**config.mk**
```make
export PLATFORM = sky130hd
export DESIGN_NAME = ram_arb
export DESIGN_NICKNAME = d
export VERILOG_FILES = /design/src/rtl/ram_arb.sv
export SDC_FILE = /design/constraint.sdc
export NUM_CORES = 1
export LEC_CHECK = 0
export CAP_MARGIN = 10
export CORE_AREA = 2 2 114 116
export CTS_CLUSTER_SIZE = 28
export DETAILED_ROUTE_END_ITERATION = 6
export DIE_AREA = 0 0 116 118
export GPL_TIMING_DRIVEN = 0
export PLACE_DENSITY = 0.73
export SLEW_MARGIN = 20
export SYNTH_ARGS = -nofsm -noshare
export SYNTH_HDL_FRONTEND = slang
export SYNTH_SLANG_ARGS = --single-unit
export TNS_END_PERCENT = 30
```
**constraint.sdc**
```tcl
create_clock -name clk -period 1.69 [get_ports clk]
set_input_delay 0.338 -clock clk [delete_from_list [all_inputs] [get_ports clk]]
set_output_delay 0.338 -clock clk [all_outputs]
set_load 0.005 [all_outputs]
```
**src/rtl/ram_arb.sv**
```systemverilog
// Two-requester round-robin arbiter in front of a single-port synchronous RAM.
// One request per cycle, one owed response tracked by the FSM, held under back-pressure.
module ram_arb #(
  parameter int AW = 13
) (
  input  logic          clk,
  input  logic          rst_n,
  input  logic          m0_req_valid_i,
  output logic          m0_req_ready_o,
  input  logic [31:0]   m0_addr_i,
  input  logic [31:0]   m0_data_i,
  input  logic [3:0]    m0_sel_i,
  input  logic          m0_we_i,
  output logic [31:0]   m0_data_o,
  output logic          m0_rsp_valid_o,
  input  logic          m0_rsp_ready_i,
  input  logic          m1_req_valid_i,
  output logic          m1_req_ready_o,
  input  logic [31:0]   m1_addr_i,
  input  logic [31:0]   m1_data_i,
  input  logic [3:0]    m1_sel_i,
  input  logic          m1_we_i,
  output logic [31:0]   m1_data_o,
  output logic          m1_rsp_valid_o,
  input  logic          m1_rsp_ready_i,
  output logic [AW-1:0] s_addr_o,
  output logic [31:0]   s_data_o,
  output logic [3:0]    s_sel_o,
  output logic          s_we_o,
  input  logic [31:0]   s_data_i
);

  typedef enum logic [1:0] {IDLE, RSP0, RSP1} state_t;

  state_t      state_q, state_d;
  logic        last_grant_q, last_grant_d;
  logic        first_q, first_d;
  logic        rd_q, rd_d;
  logic [31:0] rsp_data_q, rsp_data_d;

  logic        can_fire;
  logic        fire;
  logic        grant;
  logic        grant_we;
  logic [31:0] rsp_now;
  logic [31:0] rsp_out;

  // Address bits outside the word index are deliberately ignored.
  logic unused_addr_bits;
  assign unused_addr_bits = ^{m0_addr_i[31:AW+2], m0_addr_i[1:0],
                              m1_addr_i[31:AW+2], m1_addr_i[1:0]};

  always_comb begin
    can_fire = rst_n && ((state_q == IDLE) ||
                         (state_q == RSP0 && m0_rsp_ready_i) ||
                         (state_q == RSP1 && m1_rsp_ready_i));

    if (m0_req_valid_i && m1_req_valid_i) grant = ~last_grant_q;
    else                                  grant = ~m0_req_valid_i;

    fire           = can_fire && (m0_req_valid_i || m1_req_valid_i);
    m0_req_ready_o = fire && !grant;
    m1_req_ready_o = fire && grant;

    if (grant) begin
      s_addr_o = m1_addr_i[AW+1:2];
      s_data_o = m1_data_i;
      s_sel_o  = m1_sel_i;
      grant_we = m1_we_i;
    end else begin
      s_addr_o = m0_addr_i[AW+1:2];
      s_data_o = m0_data_i;
      s_sel_o  = m0_sel_i;
      grant_we = m0_we_i;
    end
    s_we_o = fire && grant_we;

    // RAM data is only valid on the first response cycle; afterwards the register holds it.
    rsp_now   = rd_q ? s_data_i : 32'h0;
    rsp_out   = first_q ? rsp_now : rsp_data_q;
    m0_data_o = rsp_out;
    m1_data_o = rsp_out;

    m0_rsp_valid_o = rst_n && (state_q == RSP0);
    m1_rsp_valid_o = rst_n && (state_q == RSP1);

    state_d      = state_q;
    last_grant_d = last_grant_q;
    first_d      = fire;
    rd_d         = rd_q;
    rsp_data_d   = rsp_out;

    if (fire) begin
      state_d      = grant ? RSP1 : RSP0;
      last_grant_d = grant;
      rd_d         = !grant_we;
    end else if (can_fire && state_q != IDLE) begin
      state_d = IDLE;
    end
  end

  always_ff @(posedge clk) begin
    if (!rst_n) begin
      state_q      <= IDLE;
      last_grant_q <= 1'b1;
      first_q      <= 1'b0;
      rd_q         <= 1'b0;
      rsp_data_q   <= 32'h0;
    end else begin
      state_q      <= state_d;
      last_grant_q <= last_grant_d;
      first_q      <= first_d;
      rd_q         <= rd_d;
      rsp_data_q   <= rsp_data_d;
    end
  end

endmodule

```
==> results of run 1 <==
-- metal layers --
layer,part of all wire (%),routed length [um]
met2,52,5920
met1,38,4350
met3,8.3,948
met5,0,0
met4,2.1,237
-- cells in the mapped netlist --
cell type    n  area share [%]
a211oi_2     1            0.49
a31o_2       1            0.34
o21ai_0      2            0.39
o21ai_1      1            0.20
clkbuf_2     3            0.59
and2b_1      1            0.30
and2_1      34             8.4
buf_2        7             1.4
nand2b_1     2            0.49
buf_4       35              10
a221oi_1     1            0.34
and3_1       2            0.49
and3b_1      1            0.34
nor2_1       5            0.74
a21oi_1      2            0.39
clkbuf_1     6            0.89
mux2i_1      1            0.39
o21ai_2     30              10
buf_6        3             1.3
dfxtp_1     37              29
nor2b_1      2            0.49
nand2_1    182              27
nand3_1      1            0.20
a22oi_1      1            0.30
inv_1       33             4.9
-- worst max-delay path, cell delays in order (launching register included) --
cell	delay, ns
dfxtp_2	0.32
nand2b_4	0.14
and2_4	0.16
buf_12	0.14
buf_8	0.12
buf_6	0.12
nand2_2	0.05
nand2_1	0.05
buf_2	0.13
-- registers in the layout, summed over array words and instances, names as in the netlist --
| name | cells |
|---|---|
| first_q | 1 |
| last_grant_q | 1 |
| rd_q | 1 |
| rsp_data_q | 32 |
| state_q | 2 |
-- per-stage QoR --
stage	setup TNS, ns	area (um2)
floorplan	0	2540
global placement	-60.97	5310
detailed placement	-62.26	5310
CTS	-8.78	5960
global route	-11.11	6060
finish	-5.29	6060
-- repair_timing --
item	4_1_cts	5_1_grt
buffers inserted	30	1
pin swaps	71	30
gates resized for setup	626	49
setup endpoints to repair	118	114
cloned	8	0
-- final cells by class --
| cell class | instances | area, um2 | area share (%) |
|---|---|---|---|
| Buffer | 52 | 503 | 8.30 |
| Clock buffer | 5 | 125 | 2.07 |
| Clock inverter | 3 | 17.5 | 0.289 |
| Inverter | 33 | 124 | 2.05 |
| Multi-Input combinational cell | 270 | 1720 | 28.5 |
| Sequential cell | 37 | 752 | 12.4 |
| Tap cell | 172 | 215 | 3.55 |
| Timing Repair Buffer | 293 | 2600 | 42.9 |
-- layout by cell type, fill, tap and decap left out, types with 13 or more instances in the layout --
cell and n:
inv_1 33, buf_4 51, buf_6 60, clkdlybuf4s50_1 132
dfxtp_1 32, nand2_4 13, o21ai_2 24, nand2_2 79
nand2_1 90, buf_2 69, and2_1 32
-- power by group through the flow --
stage | Combinational (uW) | Sequential, uW | Clock (uW)
final | 1380 | 930 | 888
after global routing | 1490 | 933 | 962
after CTS | 1360 | 928 | 915
after detailed placement | 1200 | 942 | 0
after global placement | 1190 | 942 | 0
after floorplan | 400 | 937 | 0
-- logic make-up (layout without fill, tap and decap cells) --
logic type             count (synthesis)  after routing  synth area share (%)
DFF                                   37             37                  29.1
muxes                                  1              1                 0.394
and+or+nand+nor                      230            230                  38.3
AOI/OAI and AO/OA                     39             39                  12.8
buffers and inverters                 87            386                  19.4
-- worst paths after layout --
| path | from | end | slack [ns] | cells after the start |
|---|---|---|---|---|
| worst max-delay path | last_grant_q | s_addr_o[12] | -0.16 | 8 |
| worst max register to register | state_q[0] | rd_q | 0.32 | 5 |
| worst min-delay path | rst_n | last_grant_q | 0.56 | 3 |
| worst min register to register | rsp_data_q[18] | rsp_data_q[18] | 0.59 | 3 |
==> impl_metrics.yaml, run 1 <==
sta:
  max_freq_ghz: 0.541
  setup_viol: 83
  worst_pin_slew_ns: 0.318
  hold_ws_ns: 0.565
  slew_headroom_pct: 78.2
  finalCritPeriodShare_pct: 109
  skew_ns: 0.00443
  finalCriticalPeriod_ns: 1.85
  drv_slew: 0
  fin_ws_ns: -0.158
  hold_viol_final: 0
  rsz0062_at_grt: "yes"
global_routing:
  overflow: 0
  antenna_found_initial: 0
  grt_use_total_pct: 16.1
  grt_util_met3_pct: 4.07
  grt-busiest-layer: "met2"
  met1_usage_pct: 18.4
  met2_usage_pct: 29.3
  grt_pass1_wl_um: 17500
  grt_pass1_vias: 3365
  grt_max_degree: 13
layout:
  fillCellCount: 1260
  nNetsFinal: 868
  layout-drive-gt1-share_pct: 50.8
  diodes: 0
  fin_cells: 865
  syn_to_final_growth_pct: 138
  postLayoutCoreUtil_pct: 48.8
drt:
  drt-total-wl_um: 11500
  avgRoutedWirePerCell_um: 13.2
  drc: 0
  first_pass_iters: 4
  drt_iter0_drc: 78
  antenna_left: 0
  num_vias: 3453
  via_per_inst: 3.99
logic_synthesis:
  synth_cells: 394
  syn-num-nets: 570
  yosysWarnings: 0
  syn_avg_cell_area_um2: 6.45
  ys_types: 25
  netlist_area_um2: 2540
  ys_seq_area_share_pct: 29.1
  ys_ff_latch: 37
placed_design:
  gp_routability_congestion: 0.788
  port_buffers: 255
  hpwl_um: 8580
  dp_cells: 821
  post-place-ws_ns: -0.961
power_and_ir_drop:
  p_total_uw: 3200
  p_int_uw: 2270
  p_clk_share_pct: 27.7
  peakVddDrop_uv: 336
  powerDensity_nw_per_um2: 529
  p_switching_uw: 936
  p_sw_share_pct: 29.2
  leakage_uw: 0.00297
  seqPwrFrac_pct: 29.1
  comb_power_share_pct: 43.2
worst_setup_path:
  worst_ep_arrival_time_ns: 1.51
  startpoint_type: "flip-flop"
  path_class: "flip-flop to output port"
  required_ns: 1.35
  path_max_fanout: 6
  crit_path_end_kind: "output port"
cts:
  cts_buffers: 5
  cts-htree-levels: 2
  clkTransAtPathRegs_ns: 0.06
  hold_buffers: 0
  root_buffer: "clkbuf_16"
  cts_buffer_depth: 2
  cts_tree: "yes"
  clk_latency_ns: 0.27
  numClockSinks: 37
die:
  core_um2: 12400
  start_util_pct: 20.5
  die_x_um: 116
  fp.dieH_um: 118
  ioPinCount: 294
  rows: 41
  dieArea_um2: 13700
run:
  drv_cap: 0
run_status:
  status: "finished with violations"
  violations: "negative setup slack"
hold_path:
  hp-class: "input pin to flip-flop"
(Power assumes the default switching activity.)
==> run 2: changes to the inputs <==
--- a/config.mk
+++ b/config.mk
@@ -12,8 +12,6 @@
 export DIE_AREA = 0 0 116 118
 export GPL_TIMING_DRIVEN = 0
 export PLACE_DENSITY = 0.73
-export SLEW_MARGIN = 20
 export SYNTH_ARGS = -nofsm -noshare
 export SYNTH_HDL_FRONTEND = slang
 export SYNTH_SLANG_ARGS = --single-unit
-export TNS_END_PERCENT = 30
==> run 2 against run 1 <==
Against the previous run: the flow still finishes with violations (negative setup slack); register-to-register slack got worse by 0.14 ns; global-route usage rose by 0.71 points; clock power fell by 1%; clock skew is 0.00081 ns lower; cell area rose by 12%; first-iteration DRC count up 6.4%; sequential power barely moved; critical path type unchanged; critical endpoint unchanged; largest cell class unchanged; highest routed layer unchanged.
==> impl_metrics.yaml, run 2 (synthesis results as in run 1) <==
sta:
  hold_viol_final: 0
  rsz0062_at_grt: "yes"
  finalCritPeriodShare_pct: 110
  finalSetupTns_ns: -6.08
  hold_ws_ns: 0.577
  worst_pin_slew_ns: 0.335
  max_freq_ghz: 0.537
  fin_ws_ns: -0.173
  drv_slew: 0
  skew_ns: 0.00362
  slew_headroom_pct: 77.7
  finalCriticalPeriod_ns: 1.86
  setup_viol: 100
die:
  start_util_pct: 20.5
  die_x_um: 116
  rows: 41
  core_um2: 12400
  ioPinCount: 294
  fp.dieH_um: 118
  dieArea_um2: 13700
worst_setup_path:
  required_ns: 1.35
  reg2regPathDepth: 8
  path_delay_family: "buffers and inverters"
  crit_path_cell_trace: "nand2b_4 > and2_4 > buf_12 > buf_8 > buf_6 > nand2_2 > nand2_1 > buf_2"
  crit_path_end_kind: "output port"
  path_class: "flip-flop to output port"
  slowest_stage: "dfxtp_2"
  startpoint_type: "flip-flop"
  worstSetupPathDepth: 8
  path_max_fanout: 6
  slowest_delay_ns: 0.32
  path_buf_inv: 4
  worst_ep_arrival_time_ns: 1.52
run_status:
  violations: "negative setup slack"
  status: "finished with violations"
layout:
  area.sequential_um2: 752
  diodes: 0
  fillCellCount: 1135
  multiInputGateArea_um2: 2060
  regMostFlops: "rsp_data_q"
  nNetsFinal: 897
  fin_area_um2: 6780
  layout-drive-gt1-share_pct: 55.3
  syn_to_final_growth_pct: 167
  reg_top3: "rsp_data_q: 32 flops, state_q: 2 flops"
  final_cell_mix: "132 x clkdlybuf4s50_1, 90 x buf_6, 75 x nand2_1"
  layout_commonest_cell: "clkdlybuf4s50_1"
  largest_reg_flops: 32
power_and_ir_drop:
  peakVddDrop_uv: 335
  p_clk_share_pct: 25.8
  leakage_uw: 0.00338
  p_switching_uw: 1020
  seqPwrFrac_pct: 27.3
  powerDensity_nw_per_um2: 502
  p_int_uw: 2380
  comb_power_share_pct: 46.9
  p_sw_share_pct: 30.0
drt:
  drt-total-wl_um: 12700
  antenna_left: 0
  num_vias: 3606
  drc: 0
  avgRoutedWirePerCell_um: 14.2
  drt_iter0_drc: 83
  first_pass_iters: 4
  via_per_inst: 4.03
placed_design:
  port_buffers: 255
  gp_routability_congestion: 0.788
  postPlaceCellArea_um2: 5310
  hpwl_um: 8580
  post-place-ws_ns: -0.961
global_routing:
  grt_max_degree: 13
  antenna_found_initial: 0
  grt_pass1_vias: 3499
  grt_use_total_pct: 16.8
  overflow: 0
  grt_pass1_wl_um: 18200
cts:
  cts-htree-levels: 2
  numClockSinks: 37
  clkTransAtPathRegs_ns: 0.06
  cts_buffer_depth: 2
  root_buffer: "clkbuf_16"
  cts_buffers: 5
  cts_tree: "yes"
  clk_latency_ns: 0.27
hold_path:
  hp-class: "input pin to flip-flop"
  holdPathStages: 4
run:
  drv_cap: 0
## run 2: cell types whose count changed in the layout (fill, tap and decap cells not counted), moves of 6 or more
| cell | previous run | this run |
|---|---|---|
| buf_6 | 60 | 90 |
| nand2_2 | 79 | 62 |
| o21ai_4 | 8 | 26 |
| nand2_4 | 13 | 45 |
| nand2_1 | 90 | 75 |
| clkbuf_2 | 6 | 0 |
| o21ai_2 | 24 | 6 |
## run 2: final cells by class
class                   count  share of cell area (%)
flip-flops and latches     37                    11.1
clock inverters             3                   0.258
well taps                 172                    3.17
inverters                  33                    1.83
multi-input cells         270                    30.4
repair buffers            322                    42.7
clock buffers               5                    1.85
plain buffers              52                    8.67
## run 2: per-layer routing
| metal | vias to the layer above | global-route usage, % | share of wire, % |
|---|---|---|---|
| li1 | 1805 | - | - |
| met1 | 1622 | 19.1 | 37 |
| met2 | 165 | 31.1 | 54 |
| met3 | 14 | 3.86 | 7.1 |
| met4 | 0 | 4.09 | 1.5 |
| met5 | - | 0 | 0 |
## run 2: power groups by stage
stage               sequential [uW]  combinational [uW]  clock, uW
finish                          929                1600        879
global route                    933                1710        955
CTS                             928                1430        915
detailed placement              942                1200          0
global placement                942                1190          0
floorplan                       937                 400          0
## run 2: final timing paths
| kind | from | to | slack, ns |
|---|---|---|---|
| setup reg to reg | first_q | rsp_data_q[19] | 0.18 |
| hold reg to reg | rsp_data_q[1] | rsp_data_q[1] | 0.60 |
| setup / recovery | last_grant_q | s_addr_o[12] | -0.17 |
| hold / removal | rst_n | rd_q | 0.58 |
## run 2: worst reg2reg max path: stages (launching register included)
cell,delay (ns)
dfxtp_4,0.36
and2_4,0.23
buf_8,0.17
nand2_4,0.06
o21ai_4,0.06
buf_4,0.14
buf_4,0.12
buf_4,0.12
and2_1,0.14
## run 2: repair_timing
action,CTS,global route
hold buffers,0,0
resized for setup,715,111
pin swaps,93,36
buffers inserted,41,18
setup endpoints to repair,118,115
cloned,9,0
## run 2: metrics by stage
step	total power [uW]	std cells	utilization, %
global placement	2130	821	42.8
finish	3410	894	54.6
CTS	3270	879	49.9
detailed placement	2140	821	42.8
global route	3590	894	54.6
floorplan	1340	394	-
==> run 3: changes to the inputs <==
--- a/config.mk
+++ b/config.mk
@@ -10,8 +10,10 @@
 export CTS_CLUSTER_SIZE = 28
 export DETAILED_ROUTE_END_ITERATION = 6
 export DIE_AREA = 0 0 116 118
+export GPL_ROUTABILITY_DRIVEN = 0
 export GPL_TIMING_DRIVEN = 0
 export PLACE_DENSITY = 0.73
+export SETUP_SLACK_MARGIN = 0.3
 export SYNTH_ARGS = -nofsm -noshare
 export SYNTH_HDL_FRONTEND = slang
 export SYNTH_SLANG_ARGS = --single-unit
==> run 3 against run 2 <==
Against the previous run: the flow still finishes with violations (negative setup slack); critical endpoint unchanged; clock skew is essentially flat; worst hold slack lost 0.083 ns; critical path type unchanged; flip-flop and latch count is the same; critical path depth is the same; via count shrank 0.47%.
==> impl_metrics.yaml, run 3 (synthesis results as in run 1) <==
sta:
  skew_ns: 0.00357
  finalCriticalPeriod_ns: 1.86
  worst_pin_slew_ns: 0.354
  finalCritPeriodShare_pct: 110
  slew_headroom_pct: 76.4
  hold_viol_final: 0
  rsz0062_at_grt: "yes"
  drv_slew: 0
  setup_viol: 113
  max_freq_ghz: 0.538
  fin_ws_ns: -0.168
cts:
  root_buffer: "clkbuf_16"
  numClockSinks: 37
  cts-htree-levels: 2
  cts_tree: "yes"
  clk_latency_ns: 0.27
  cts_buffer_depth: 2
  clkTransAtPathRegs_ns: 0.05
  cts_buffers: 5
power_and_ir_drop:
  leakage_uw: 0.00341
  peakVddDrop_uv: 331
  powerDensity_nw_per_um2: 501
die:
  start_util_pct: 20.5
  fp.dieH_um: 118
  dieArea_um2: 13700
  core_um2: 12400
  die_x_um: 116
  ioPinCount: 294
  rows: 41
hold_path:
  hp-class: "input pin to flip-flop"
global_routing:
  grt_pass1_vias: 3503
  grt_use_total_pct: 16.8
  antenna_found_initial: 0
  grt_max_degree: 13
  grt_pass1_wl_um: 18200
  overflow: 0
placed_design:
  hpwl_um: 8580
  dp_cells: 821
  post-place-ws_ns: -0.961
  postPlaceCellArea_um2: 5310
  port_buffers: 255
drt:
  first_pass_iters: 4
  avgRoutedWirePerCell_um: 14.4
  drt-total-wl_um: 12800
  num_vias: 3589
  drt_iter0_drc: 111
  antenna_left: 0
  drc: 0
  via_per_inst: 4.03
layout:
  largest_reg_flops: 32
  reg_top3: "rsp_data_q: 32 flops, state_q: 2 flops"
  syn_to_final_growth_pct: 171
  layout_commonest_cell: "clkdlybuf4s50_1"
  layout-drive-gt1-share_pct: 56.0
  fin_cells: 890
  diodes: 0
  fin_area_um2: 6880
  final_cell_mix: "132 x clkdlybuf4s50_1, 102 x buf_6, 75 x nand2_1"
  regMostFlops: "rsp_data_q"
  nNetsFinal: 893
run:
  drv_cap: 0
worst_setup_path:
  path_class: "flip-flop to output port"
  path_max_fanout: 6
  startpoint_type: "flip-flop"
  required_ns: 1.35
  crit_path_end_kind: "output port"
  slowest_stage: "dfxtp_2"
  crit_path_cell_trace: "nand2b_4 > and2_4 > buf_12 > buf_8 > buf_6 > nand2_2 > nand2_1 > buf_2"
  worst_ep_arrival_time_ns: 1.52
  slowest_delay_ns: 0.32
run_status:
  status: "finished with violations"
  violations: "negative setup slack"
[run 3: cell count changes in the layout (fill, tap and decap cells not counted), sizes merged]
cell,before,now
clkbuf,14,15
buf,226,224
clkdlybuf4s15,1,0
dlygate4sd2,6,4
[run 3: final cells by class]
cell class	count	area, um2
buffer	54	641
clock buffer	5	125
clock inverter	3	17.5
fill	1093	5530
inverter	33	124
multi-input combinational	270	2120
sequential	37	754
tap	172	215
timing repair buffer	316	2890
[run 3: worst paths after layout]
check	startpoint	endpoint	slack (ns)	cells past startpoint
max	last_grant_q	s_addr_o[12]	-0.17	8
min	rst_n	rd_q	0.49	4
max reg2reg	first_q	rsp_data_q[19]	0.11	9
min reg2reg	state_q[1]	state_q[0]	0.59	2
[run 3: metrics by stage]
stage | hold WS (ns) | total power [uW] | util [%] | setup TNS, ns
2_1_floorplan | 0.486 | 1340 | - | 0
3_3_place_gp | 0.517 | 2130 | 42.8 | -60.97
3_5_place_dp | 0.538 | 2140 | 42.8 | -62.26
4_1_cts | 0.478 | 3250 | 49.3 | -7.37
5_1_grt | 0.545 | 3630 | 55.4 | -13.10
6_report | 0.494 | 3450 | 55.4 | -7.32
[run 3: per-layer routing]
| layer | GRT usage (%) | share of wire [%] |
|---|---|---|
| met5 | 0 | 0 |
| met4 | 4.17 | 1.8 |
| met3 | 4.43 | 8.0 |
| met2 | 31.0 | 54 |
| met1 | 18.8 | 36 |
[run 3: worst max-delay path: cells and delay by family (launching register included)]
kind,cells,cell delay [ns]
AND/OR/NAND/NOR,4,0.40
buffers and inverters,4,0.52
flip-flops,1,0.32
[run 3: what timing repair did]
item / in CTS / in global routing
setup buffers: 37 / 15
gates cloned: 9 / 0
pin swaps: 91 / 45
endpoints found under the setup margin: 122 / 122
resized for setup: 708 / 151
endpoints found under the hold margin: 0 / 0
hold buffers: 0 / 0
[run 3: report_power, final]
part | switching, uW | leakage, uW | internal (uW)
sequential | 21.7 | 0.000302 | 907
clock | 349 | 0.0000696 | 540
combinational | 675 | 0.00304 | 953
total | 1050 | 0.00341 | 2400
